<file path="src/rtl/sc_pkg.sv">
// rtl/sc_pkg.sv - shared FSM state type, sizing helpers and LFSR tap table for the stochastic matmul engine
package sc_pkg;

  typedef enum logic [2:0] {
    IDLE,
    LOAD_IN,
    LOAD_W,
    COMPUTE,
    WRITE,
    DONE
  } sc_state_t;

  // Ceiling log2; 0 for values of 1 or less
  function automatic int clogb2(input int value);
    int result = 0;
    for (int v = value - 1; v > 0; v = v >> 1) result++;
    return result;
  endfunction

  // Width of an index register for 'value' entries, never narrower than one bit
  function automatic int addr_w(input int value);
    return (clogb2(value) < 1) ? 1 : clogb2(value);
  endfunction

  // Maximal-length feedback taps, bit k-1 set for tap k (supported widths 2..16)
  function automatic logic [15:0] lfsr_taps(input int p);
    case (p)
      2:       return 16'h0003;
      3:       return 16'h0006;
      4:       return 16'h000C;
      5:       return 16'h0014;
      6:       return 16'h0030;
      7:       return 16'h0060;
      8:       return 16'h00B8;
      9:       return 16'h0110;
      10:      return 16'h0240;
      11:      return 16'h0500;
      12:      return 16'h0829;
      13:      return 16'h100D;
      14:      return 16'h2015;
      15:      return 16'h6000;
      16:      return 16'hD008;
      default: return 16'h0000;
    endcase
  endfunction

endpackage

</file>
<file path="src/rtl/sc_lfsr.sv">
// rtl/sc_lfsr.sv - maximal-length Fibonacci LFSR with seed load, used as a stochastic number source
module sc_lfsr
  import sc_pkg::*;
#(
  parameter int               WIDTH = 8,
  parameter logic [WIDTH-1:0] SEED  = '1
) (
  input  logic             clk,
  input  logic             rst,
  input  logic             load,
  output logic [WIDTH-1:0] q
);

  localparam logic [WIDTH-1:0] TAPS = WIDTH'(lfsr_taps(WIDTH));

  logic feedback;

  assign feedback = ^(q & TAPS);

  // Shift toward the MSB feeding tap parity into bit 0; load parks the register on its seed
  always_ff @(posedge clk or negedge rst) begin
    if (!rst) begin
      q <= SEED;
    end else if (load) begin
      q <= SEED;
    end else begin
      q <= {q[WIDTH-2:0], feedback};
    end
  end

endmodule

</file>
<file path="src/rtl/sc_matmul_engine.sv">
// rtl/sc_matmul_engine.sv - stochastic-computing matrix multiply engine; SC_MATMUL_INPUT_REUSE_EN keeps the input row across weight rows
module sc_matmul_engine
  import sc_pkg::*;
#(
  parameter int                          BATCH_SIZE        = 4,
  parameter int                          INPUT_FEATURES    = 4,
  parameter int                          OUTPUT_FEATURES   = 4,
  parameter int                          BINARY_PRECISION  = 8,
  parameter int                          STOCHASTIC_CYCLES = 1,
  parameter logic [BINARY_PRECISION-1:0] SEED_IN           = 8'h5A,
  parameter logic [BINARY_PRECISION-1:0] SEED_W            = 8'hC3
) (
  input  logic                                         clk,
  input  logic                                         rst,
  input  logic                                         start,
  output logic                                         busy,
  output logic                                         done,
  output logic                                         in_req,
  output logic [addr_w(BATCH_SIZE)-1:0]                in_addr,
  input  logic                                         in_valid,
  input  logic [BINARY_PRECISION*INPUT_FEATURES-1:0]   in_data,
  output logic                                         w_req,
  output logic [addr_w(OUTPUT_FEATURES)-1:0]           w_addr,
  input  logic                                         w_valid,
  input  logic [BINARY_PRECISION*INPUT_FEATURES-1:0]   w_data,
  output logic                                         out_wr_en,
  output logic [addr_w(BATCH_SIZE*OUTPUT_FEATURES)-1:0] out_addr,
  output logic [BINARY_PRECISION-1:0]                  out_data,
  input  logic                                         out_ready
);

  localparam int M      = BATCH_SIZE;
  localparam int N      = INPUT_FEATURES;
  localparam int O      = OUTPUT_FEATURES;
  localparam int P      = BINARY_PRECISION;
  localparam int MW     = addr_w(M);
  localparam int OW     = addr_w(O);
  localparam int AW     = addr_w(M * O);
  localparam int SW     = addr_w(N);
  localparam int SHIFT  = clogb2(STOCHASTIC_CYCLES);
  // COMPUTE lasts 2^CW cycles, so the ones count needs one extra bit
  localparam int CW     = P + SHIFT;
  localparam int ONES_W = CW + 1;

  localparam logic [CW-1:0]     CYC_LAST = '1;
  localparam logic [SW-1:0]     SEL_LAST = SW'(N - 1);
  localparam logic [MW-1:0]     M_LAST   = MW'(M - 1);
  localparam logic [OW-1:0]     O_LAST   = OW'(O - 1);
  localparam logic [ONES_W-1:0] OUT_MAX  = ONES_W'((1 << P) - 1);

  sc_state_t         state;
  logic [MW-1:0]     m;
  logic [OW-1:0]     o;
  logic [CW-1:0]     cyc;
  logic [SW-1:0]     sel;
  logic [ONES_W-1:0] ones;
  logic [P*N-1:0]    in_row;
  logic [P*N-1:0]    w_row;
  logic [P-1:0]      lfsr_in;
  logic [P-1:0]      lfsr_w;
  logic              lfsr_load;
  logic [N-1:0]      in_bits;
  logic [N-1:0]      w_bits;
  logic [N-1:0]      prod_bits;
  logic              prod_bit;
  logic [ONES_W-1:0] ones_next;
  logic [ONES_W-1:0] scaled;
  logic [P-1:0]      result;
  logic [AW-1:0]     addr_calc;

  // Both sources sit on their seeds outside COMPUTE, so each result starts from the same sequence
  assign lfsr_load = (state != COMPUTE);

  sc_lfsr #(.WIDTH(P), .SEED(SEED_IN)) u_lfsr_in (
    .clk  (clk),
    .rst  (rst),
    .load (lfsr_load),
    .q    (lfsr_in)
  );

  sc_lfsr #(.WIDTH(P), .SEED(SEED_W)) u_lfsr_w (
    .clk  (clk),
    .rst  (rst),
    .load (lfsr_load),
    .q    (lfsr_w)
  );

  // Per-lane unipolar bitstreams: a lane emits 1 when the random sample falls below its value
  for (genvar n = 0; n < N; n++) begin : g_lane
    assign in_bits[n] = (lfsr_in < in_row[n*P +: P]);
    assign w_bits[n]  = (lfsr_w < w_row[n*P +: P]);
  end

  assign addr_calc = AW'(int'(m) * O + int'(o));

  // Multiply by AND, pick one lane per cycle, and scale the running count back to P bits
  always_comb begin
    prod_bits = in_bits & w_bits;
    prod_bit  = prod_bits[sel];
    ones_next = ones + ONES_W'(prod_bit);
    scaled    = ones_next >> SHIFT;
    result    = (scaled > OUT_MAX) ? '1 : scaled[P-1:0];
  end

  // Job sequencer: walks (m,o), drives fetch/write handshakes and accumulates the stochastic count
  always_ff @(posedge clk or negedge rst) begin
    if (!rst) begin
      state     <= IDLE;
      m         <= '0;
      o         <= '0;
      cyc       <= '0;
      sel       <= '0;
      ones      <= '0;
      in_row    <= '0;
      w_row     <= '0;
      busy      <= 1'b0;
      done      <= 1'b0;
      in_req    <= 1'b0;
      in_addr   <= '0;
      w_req     <= 1'b0;
      w_addr    <= '0;
      out_wr_en <= 1'b0;
      out_addr  <= '0;
      out_data  <= '0;
    end else begin
      case (state)
        IDLE: begin
          if (start) begin
            busy    <= 1'b1;
            in_req  <= 1'b1;
            in_addr <= m;
            state   <= LOAD_IN;
          end
        end
        LOAD_IN: begin
          if (in_valid) begin
            in_row <= in_data;
            in_req <= 1'b0;
            w_req  <= 1'b1;
            w_addr <= o;
            state  <= LOAD_W;
          end
        end
        LOAD_W: begin
          if (w_valid) begin
            w_row <= w_data;
            w_req <= 1'b0;
            cyc   <= '0;
            sel   <= '0;
            ones  <= '0;
            state <= COMPUTE;
          end
        end
        COMPUTE: begin
          ones <= ones_next;
          cyc  <= cyc + CW'(1);
          sel  <= (sel == SEL_LAST) ? '0 : sel + SW'(1);
          if (cyc == CYC_LAST) begin
            out_data  <= result;
            out_addr  <= addr_calc;
            out_wr_en <= 1'b1;
            state     <= WRITE;
          end
        end
        WRITE: begin
          if (out_ready) begin
            out_wr_en <= 1'b0;
            if (o != O_LAST) begin
              o <= o + OW'(1);
`ifdef SC_MATMUL_INPUT_REUSE_EN
              w_req  <= 1'b1;
              w_addr <= o + OW'(1);
              state  <= LOAD_W;
`else
              in_req  <= 1'b1;
              in_addr <= m;
              state   <= LOAD_IN;
`endif
            end else if (m != M_LAST) begin
              o       <= '0;
              m       <= m + MW'(1);
              in_req  <= 1'b1;
              in_addr <= m + MW'(1);
              state   <= LOAD_IN;
            end else begin
              done  <= 1'b1;
              state <= DONE;
            end
          end
        end
        DONE: begin
          done  <= 1'b0;
          busy  <= 1'b0;
          m     <= '0;
          o     <= '0;
          state <= IDLE;
        end
        default: state <= IDLE;
      endcase
    end
  end

endmodule

</file>
<file path="config.mk">
export PLATFORM = sky130hd
export DESIGN_NAME = sc_matmul_engine
export DESIGN_NICKNAME = d
export VERILOG_FILES = /design/src/rtl/sc_pkg.sv /design/src/rtl/sc_lfsr.sv /design/src/rtl/sc_matmul_engine.sv
export SDC_FILE = /design/constraint.sdc
export NUM_CORES = 1
export LEC_CHECK = 0
export CORE_MARGIN = 2
export CORE_UTILIZATION = 55
export CTS_CLUSTER_DIAMETER = 80
export CTS_CLUSTER_SIZE = 24
export DETAILED_ROUTE_END_ITERATION = 7
export GPL_TIMING_DRIVEN = 0
export PLACE_DENSITY = 0.8
export SLEW_MARGIN = 5
export SYNTH_ARGS = -nofsm -noshare
export SYNTH_HDL_FRONTEND = slang
export SYNTH_SLANG_ARGS = --single-unit
</file>
<file path="constraint.sdc">
create_clock -name clk -period 3.4 [get_ports clk]
set_input_delay 0.51 -clock clk [delete_from_list [all_inputs] [get_ports clk]]
set_output_delay 0.51 -clock clk [all_outputs]
set_load 0.05 [all_outputs]
</file>
Word-level counts from Yosys, hierarchy flattened:

Index checks and enable logic that the tools add are counted.

* register bits after elaboration: 127
* input port bits: 70
* output and inout port bits: 21
* logic and storage cells: 127

* add/sub/neg operators: 6
* magnitude comparators: 10
* equal/unequal tests: 19
* multiplexer cells: 49
* bitwise operators: 1
* reduce and logical (&&, ||, !) cells: 23

Operators by type and width (count)
* < comparator 8 bit: 8
* 2-to-1 mux 8 bit: 4
* 2-to-1 mux 2 bit: 11
* 2-to-1 mux 3 bit: 7
* != test 2 bit, second input constant: 10
* one-hot mux 9 bit (2 select lines): 1
* one-hot mux 2 bit (2 select lines): 4
* one-hot mux 8 bit (2 select lines): 1
* parity 8 bit: 2
* one-hot mux 3 bit (5 select lines): 1
* 2-to-1 mux 1 bit: 13
* AND reduction 4 bit: 3
* nonzero test 2 bit: 6
* AND reduction 2 bit: 5
* AND reduction 5 bit: 2
* adder 9 x 1 -> 9 bit: 1
* greater-than comparator 9 x 8 -> 1 bit, second input constant: 1
* 2-to-1 mux 9 bit: 1
* AND reduction 3 bit: 3
* adder 8 x 1 -> 8 bit, second input constant: 1
* equality test 8 bit, second input constant: 1
* one-hot mux 1 bit (2 select lines): 4
* adder 2 x 1 -> 2 bit, second input constant: 3
* equality test 3 x 2 -> 1 bit, second input constant: 2
* 12 further kinds: 13

Depth between registers and ports, before layout:

Gate-level depths: netlist (run 1).

* depth in word-level cells: 7
* mapped depth: 16
* depth with buffers taken out: 16

Cells and area by module:

From an unflattened synthesis (run 1), not the netlist that was laid out.

* cells, all modules: 683
* area, all modules: 6552.5 sq um

By module, submodules not included
* sc_matmul_engine: times used 1, cells an instance 645, area each 5992.0 sq um, sequential area each 2777.7 sq um
* sc_lfsr at u_lfsr_w: times used 1, cells an instance 19, area each 281.5 sq um, sequential area each 205.2 sq um
* sc_lfsr at u_lfsr_in: times used 1, cells an instance 19, area each 279.0 sq um, sequential area each 205.2 sq um

Least setup slack after synthesis (run 1):

OpenSTA, ideal clock, no wires.

* path kind: register to register
* from: reg u_lfsr_w.q[7]
* to: reg out_data[2]
* library setup time: 77 ps
* arrival time: 2903 ps
* data required time: 3323 ps
* slack: 420 ps
* cell stages (with the launch flop): 16
* buffers on the path: 0
* period minus slack after synthesis: 2980 ps
* cell sequence: dfstp_2 > ha_1 > a22o_1 > nor4_1 > and4_1 > o21ai_0 > o22ai_1 > mux2_2 > ha_1 > ha_1 > and3_1 > nand3_1 > xor2_1 > nor2_2 > nor2_1 > a21oi_1

* cells in the longest elaborated chain, start to end: 7
* elaborated cells on any way between the ends: 10
* those cells by class: add/sub: 1; order compare: 5; mux: 3; bitwise: 1

Ends and longest elaborated chain
* start, declared: line sc_lfsr.sv:11 `output logic [WIDTH-1:0] q`
* start signal, assigned: line sc_lfsr.sv:27 `q <= {q[WIDTH-2:0], feedback};`
* < comparator 8 bit: line sc_matmul_engine.sv:91 `assign w_bits[n] = (lfsr_w < w_row[n*P +: P]);`
* AND 4 bit *: line sc_matmul_engine.sv:98 `prod_bits = in_bits & w_bits;`
* binary-select mux 1 bit (select 2 bit) *: line sc_matmul_engine.sv:99 `prod_bit = prod_bits[sel];`
* 2-to-1 mux 1 bit (implied by the code) *: line sc_matmul_engine.sv:99
* adder 9 x 1 -> 9 bit *: line sc_matmul_engine.sv:100 `ones_next = ones + ONES_W'(prod_bit);`
* greater-than comparator 9 x 8 -> 1 bit: line sc_matmul_engine.sv:102 `result = (scaled > OUT_MAX) ? '1 : scaled[P-1:0];`
* 2-to-1 mux 8 bit *: line sc_matmul_engine.sv:102
* end signal, assigned: line sc_matmul_engine.sv:159 `out_data <= result;`
* end, declared: line sc_matmul_engine.sv:28 `output logic [BINARY_PRECISION-1:0] out_data,`

Mark *: on every way between the ends. The rest lies on a longest branch, timed or not. The select of a mux whose other input is x is not followed.
A chain may end at the register's enable or synchronous reset.

Worst setup path after layout (run 1):

* from: reg u_lfsr_w.q[7]
* to: reg out_data[0]

Same word-level chain as after synthesis.

==> results of run 1 <==
## routing by layer
layer	global-route usage [%]	routed length, µm	vias up
met3	5.41	863	30
li1	-	-	2508
met4	10.3	359	0
met5	0	0	-
met1	34.6	6860	2601
met2	42.3	7800	173
## timing repair
action,in CTS,in global routing
pin swaps,3,3
endpoints found under the setup margin,9,10
gates resized for setup,8,9
cloned,1,0
setup buffers,1,1
## flip-flops by register name, summed over array words and instances (netlist names)
register and flops:
in_row 32, w_row 32, ones 9, cyc 8, out_data 8, u_lfsr_in.q 8, u_lfsr_w.q 8, out_addr 4
state 3, in_addr 2, m 2, o 2, sel 2, w_addr 2, busy 1, done 1
in_req 1, out_wr_en 1, w_req 1
## synth_stat cells, types with 8 or more instances
cell / count / share of area, %
nand3_1: 12 / 0.91
buf_6: 8 / 1.4
nand4_1: 22 / 2.1
nor2_1: 42 / 2.4
nand2b_1: 12 / 1.1
mux2_2: 10 / 1.7
o21ai_0: 81 / 6.2
dfstp_2: 8 / 3.2
dfrtp_1: 119 / 45
inv_1: 57 / 3.3
and3_1: 15 / 1.4
ha_1: 62 / 12
a21oi_1: 21 / 1.6
xnor2_1: 9 / 1.2
nand2_1: 78 / 4.5
## final cells by class
cell class	count	area share (%)
Buffer	25	2.14
Clock buffer	24	5.65
Clock inverter	8	0.779
Inverter	58	2.61
Multi-Input combinational cell	449	37.2
Sequential cell	127	38.2
Tap cell	143	2.14
Timing Repair Buffer	93	11.3
## per-stage QoR
step	setup WS [ps]	std cells	utilization, %
final	160	927	72.2
after global routing	7.17	927	72.2
after CTS	22.5	926	71.5
after detailed placement	-203	892	66.4
after global placement	-3000	891	66.2
after floorplan	420	658	-
## worst paths after layout
kind / from / to / slack (ps) / cells past startpoint
worst max-delay path: u_lfsr_w.q[7] / out_data[0] / 160 / 15
worst min-delay path: rst / w_req / 40 / 1
worst max register to register: u_lfsr_w.q[7] / out_data[0] / 160 / 15
worst min register to register: cyc[7] / cyc[7] / 490 / 1
max in group asynchronous: rst / u_lfsr_in.q[1] / 2570 / 2
min in group clk: cyc[7] / cyc[7] / 490 / 1
## logic make-up (layout without fill, tap and decap cells)
family / Yosys count / after routing
xor+xnor: 14 / 14
fa+ha+maj: 62 / 62
buf+inv: 83 / 208
mux: 18 / 18
flops: 127 / 127
simple gates: 209 / 210
compound gates: 145 / 145
## report_power, final
group          leakage, nW  switching [mW]  internal [mW]
clock network        0.271           0.629           1.03
logic                 1.98            1.61           1.37
registers             1.55           0.407           2.14
==> flow_metrics.py, run 1 <==
metrics = {
    "worst_setup_path": {
        "required_ps": 3730,
        "cp_top_family": "simple AND/OR/NAND/NOR gates",
        "crit_fanout": 5,
        "crit_path_top_delay_cell": "dfstp_2",
        "cp.arrival_ps": 3570,
        "cp_cell_sequence": "ha_1, a22o_1, nor4_1, and4_1, o21ai_0, o22ai_2, mux2_4, ha_4, ha_4, and3_4, nand3_2, xor2_4, nor2_4, nor2_1, a21oi_1",
        "worst_setup_path_start_kind": "flip-flop",
        "critPathKind": "flip-flop to flip-flop",
        "worst-path-buf-inv": 0,
        "crit_path_end_kind": "flip-flop",
        "cpMostUsedCell": "ha_4",
        "cpPeakStageDelay_ps": 540,
    },
    "floorplanning": {
        "start_util_pct": 56.9,
        "core-area_um2": 11600,
        "die_y_um": 113,
        "pin_count": 91,
        "fp-row-count": 39,
        "die_w_um": 113,
        "dieArea_um2": 12800,
    },
    "sta": {
        "final.setup.tns_ps": 0,
        "slew-limit-headroom_pct": 45.5,
        "fin_hold_ws_ps": 41.7,
        "fin_crit_sh_pct": 95.3,
        "finClkSkew_ps": 8.57,
        "period_minus_slack_ps": 3240,
        "rsz0062_at_grt": "false",
        "finalHoldViolCount": 0,
        "finalSetupViolations": 0,
        "drv_slew": 0,
        "worst_pin_slew_ps": 814,
        "fmax_ghz": 0.309,
    },
    "clocking": {
        "ctsLongestPathBuffers": 2,
        "htree_levels": 4,
        "cts_tree": "yes",
        "clk_pin_slew_ps": 60,
        "clock-sinks": 127,
        "ctsHoldBuffers": 0,
        "clockRootBuffer": "clkbuf_16",
        "numCtsBuffers": 17,
        "clk_latency_ps": 420,
    },
    "routing": {
        "wl_per_cell_um": 17.1,
        "ant_nets": 0,
        "wl_um": 15900,
        "vias_per_cell": 5.73,
        "num_vias": 5312,
        "remaining_drc_errors": 0,
        "drt_iter0_drc": 385,
        "first_pass_iters": 5,
    },
    "synth": {
        "synth.area.mux_share_pct": 3.14,
        "ys_async_sr_fraction_pct": 100,
        "netlist_instances": 658,
        "ys_ff_latch": 127,
        "syn_nets": 790,
        "yosys_warnings": 0,
        "synthAdderAreaFrac_pct": 11.8,
        "synth_xor_area_share_pct": 1.86,
        "synth-edff-count": 0,
        "yosysSeqAreaShare_pct": 48.5,
        "yosysUniqueCellTypes": 54,
        "synth_compound_area_share_pct": 12.7,
        "synthesis.area_um2": 6580,
        "synth_top_flop_cell": "dfrtp_1",
        "syn_area_per_cell_um2": 9.99,
        "synth_top_family_by_area": "simple AND/OR/NAND/NOR gates",
        "synthSimpleGateAreaFrac_pct": 15.9,
    },
    "placement": {
        "dpl-instance-area_um2": 7680,
        "place_hpwl_um": 11200,
        "place_congestion": 0.874,
        "io_buffer_count": 90,
    },
    "pwr": {
        "p_leak_nw": 3.80,
        "irDropWorstVdd_mv": 0.427,
        "p_total_mw": 7.18,
        "p_per_area_nw_per_um2": 861,
    },
    "layout": {
        "final_cell_mix": "dfrtp_1 (118), clkdlybuf4s50_1 (89), o21ai_0 (81)",
        "insertedDiodeCount": 0,
        "fin_area_um2": 8350,
        "seqCellArea_um2": 3190,
        "nets": 903,
        "fillers": 843,
        "final_common_cell": "dfrtp_1",
        "syn_to_final_growth_pct": 27.0,
        "multi_input_area_um2": 3100,
        "drive_gt1_share_pct": 11.9,
    },
    "hold_path": {
        "hp-class": "input pin to async pin",
    },
    "flow_run": {
        "cap_violations": 0,
    },
    "grt": {
        "grt_pass1_vias": 5451,
        "grt_pass1_wl_um": 26300,
        "grt_usage_pct": 26.1,
        "grt_overflow": 0,
        "grt_max_degree": 79,
        "antenna_found_initial": 0,
    },
    "outcome": {
        "status": "complete, no violations",
    },
}
Power figures use the tool's default switching activity.
==> inputs of run 2 (changes only) <==
--- a/config.mk
+++ b/config.mk
@@ -6,12 +6,12 @@
 export NUM_CORES = 1
 export LEC_CHECK = 0
 export CORE_MARGIN = 2
-export CORE_UTILIZATION = 55
+export CORE_UTILIZATION = 45
 export CTS_CLUSTER_DIAMETER = 80
 export CTS_CLUSTER_SIZE = 24
 export DETAILED_ROUTE_END_ITERATION = 7
 export GPL_TIMING_DRIVEN = 0
-export PLACE_DENSITY = 0.8
+export PLACE_DENSITY = 0.68
 export SLEW_MARGIN = 5
 export SYNTH_ARGS = -nofsm -noshare
 export SYNTH_HDL_FRONTEND = slang
==> flow_metrics.py, run 2 (synthesis results as in run 1) <==
metrics = {
    "layout": {
        "final_cell_mix": "dfrtp_1 (119), clkdlybuf4s50_1 (89), o21ai_0 (81)",
        "nets": 905,
        "insertedDiodeCount": 0,
        "drive_gt1_share_pct": 12.1,
        "final_common_cell": "dfrtp_1",
        "fin_area_um2": 8490,
        "top_regs": "in_row (32), w_row (32), ones (9)",
        "syn_to_final_growth_pct": 29.1,
    },
    "placement": {
        "dpl-instance-area_um2": 7730,
        "place_congestion": 0.854,
        "dpl_worst_slack_ps": -205,
        "place_hpwl_um": 11300,
        "io_buffer_count": 90,
    },
    "sta": {
        "finClkSkew_ps": 7.74,
        "period_minus_slack_ps": 3310,
        "drv_slew": 0,
        "slew-limit-headroom_pct": 45.9,
        "layout_setup_ws_ps": 87.5,
        "worst_pin_slew_ps": 808,
        "finalHoldViolCount": 0,
        "final.setup.tns_ps": 0,
        "fin_crit_sh_pct": 97.4,
        "fmax_ghz": 0.302,
        "finalSetupViolations": 0,
    },
    "floorplanning": {
        "pin_count": 91,
        "core-area_um2": 14400,
        "die_y_um": 125,
        "start_util_pct": 45.6,
        "dieArea_um2": 15600,
        "fp-row-count": 44,
        "die_w_um": 125,
    },
    "pwr": {
        "p_leak_nw": 3.84,
        "p_total_mw": 7.32,
        "irDropWorstVdd_mv": 0.414,
        "p_per_area_nw_per_um2": 862,
    },
    "worst_setup_path": {
        "crit_path_top_delay_cell": "dfrtp_1",
        "crit_path_end_kind": "flip-flop",
        "crit_fanout": 5,
        "r2r_end": "out_data[3]",
        "cp.arrival_ps": 3650,
        "cpMostUsedCell": "ha_4",
        "worst_setup_path_start_kind": "flip-flop",
        "r2r_setup_slack_ps": 90,
        "required_ps": 3740,
        "critPathKind": "flip-flop to flip-flop",
        "cpPeakStageDelay_ps": 470,
        "cp_cell_sequence": "ha_1, a22oi_2, nand3_1, a311oi_2, nand4_1, o22ai_2, mux2_4, ha_4, ha_4, and3_4, nand3_4, xor2_4, nor2_4, nor2_1, a21oi_1",
        "r2r-start": "u_lfsr_in.q[7]",
        "startpoint": "u_lfsr_in.q[7]",
        "reg2reg_depth": 15,
    },
    "grt": {
        "grt_overflow": 0,
        "grt_usage_pct": 21.3,
        "grt_pass1_wl_um": 26600,
        "grt_max_degree": 97,
        "antenna_found_initial": 0,
        "grt_pass1_vias": 5523,
    },
    "clocking": {
        "htree_levels": 4,
        "numCtsBuffers": 17,
        "ctsLongestPathBuffers": 2,
        "clk_latency_ps": 420,
        "clockRootBuffer": "clkbuf_16",
        "clock-sinks": 127,
        "cts_tree": "yes",
        "clk_pin_slew_ps": 60,
    },
    "routing": {
        "wl_um": 15900,
        "remaining_drc_errors": 0,
        "first_pass_iters": 7,
        "vias_per_cell": 5.38,
        "num_vias": 5216,
        "wl_per_cell_um": 16.4,
        "ant_nets": 0,
        "drt_iter0_drc": 294,
    },
    "hold_path": {
        "worst_hold_path.endpoint": "out_wr_en",
        "worstHoldStart": "out_wr_en",
        "hold_path_depth": 1,
        "hp-class": "flip-flop to flip-flop",
    },
    "flow_run": {
        "cap_violations": 0,
    },
    "outcome": {
        "status": "complete, no violations",
    },
}
-- run 2: what timing repair did --
action | CTS | global route
buffers inserted | 1 | 2
setup endpoints to repair | 9 | 10
hold buffers | 1 | 0
hold endpoints to repair | 31 | 0
gates cloned | 1 | 0
resized for setup | 6 | 14
pin swaps | 3 | 10
-- run 2: routing by layer --
layer | GRT usage [%] | share of wire, % | routed length, µm
met2 | 35.0 | 47 | 7540
met4 | 7.58 | 2.1 | 337
met5 | 0 | 0 | 0
met1 | 27.7 | 45 | 7180
met3 | 4.90 | 5.3 | 850
-- run 2: metrics by stage --
step	util [%]	instances	hold slack [ps]
floorplan	-	658	214
global placement	53.4	932	466
detailed placement	53.6	933	412
CTS	58.2	967	491
global route	58.9	969	513
finish	58.9	969	488
-- run 2: worst max-delay path: cells and delay by family, from the launching register on --
family                     cells  cell delay [ps]
and+or+nand+nor                6              830
DFF                            1              470
xor gates and xnor gates       1              220
AOI/OAI and AO/OA              4              850
adders and majority gates      3              660
muxes                          1              200
-- run 2: worst max path at each step --
stage	endpoint	slack (ps)	cells after the start
after global routing	out_data[3]	-100	15
after floorplan	out_data[2]	420	15
after global placement	out_data[1]	-3060	1
after CTS	out_data[3]	5	15
after detailed placement	out_data[2]	-210	15
final	out_data[3]	90	15
-- run 2: final cells by class --
type                       instances  area [µm²]
clock inverter                     6         105
sequential                       127        3190
inverter                          58         218
buffer                            25         179
fill                            1212        5930
clock buffer                      25         495
tap                              184         230
timing repair buffer              95         962
multi-input combinational        449        3110
-- run 2: power breakdown --
group / internal (mW) / switching (mW) / leakage, nW
registers: 2.13 / 0.413 / 1.55
clock network: 1.22 / 0.629 / 0.297
logic: 1.35 / 1.57 / 1.99
total: 4.71 / 2.61 / 3.84
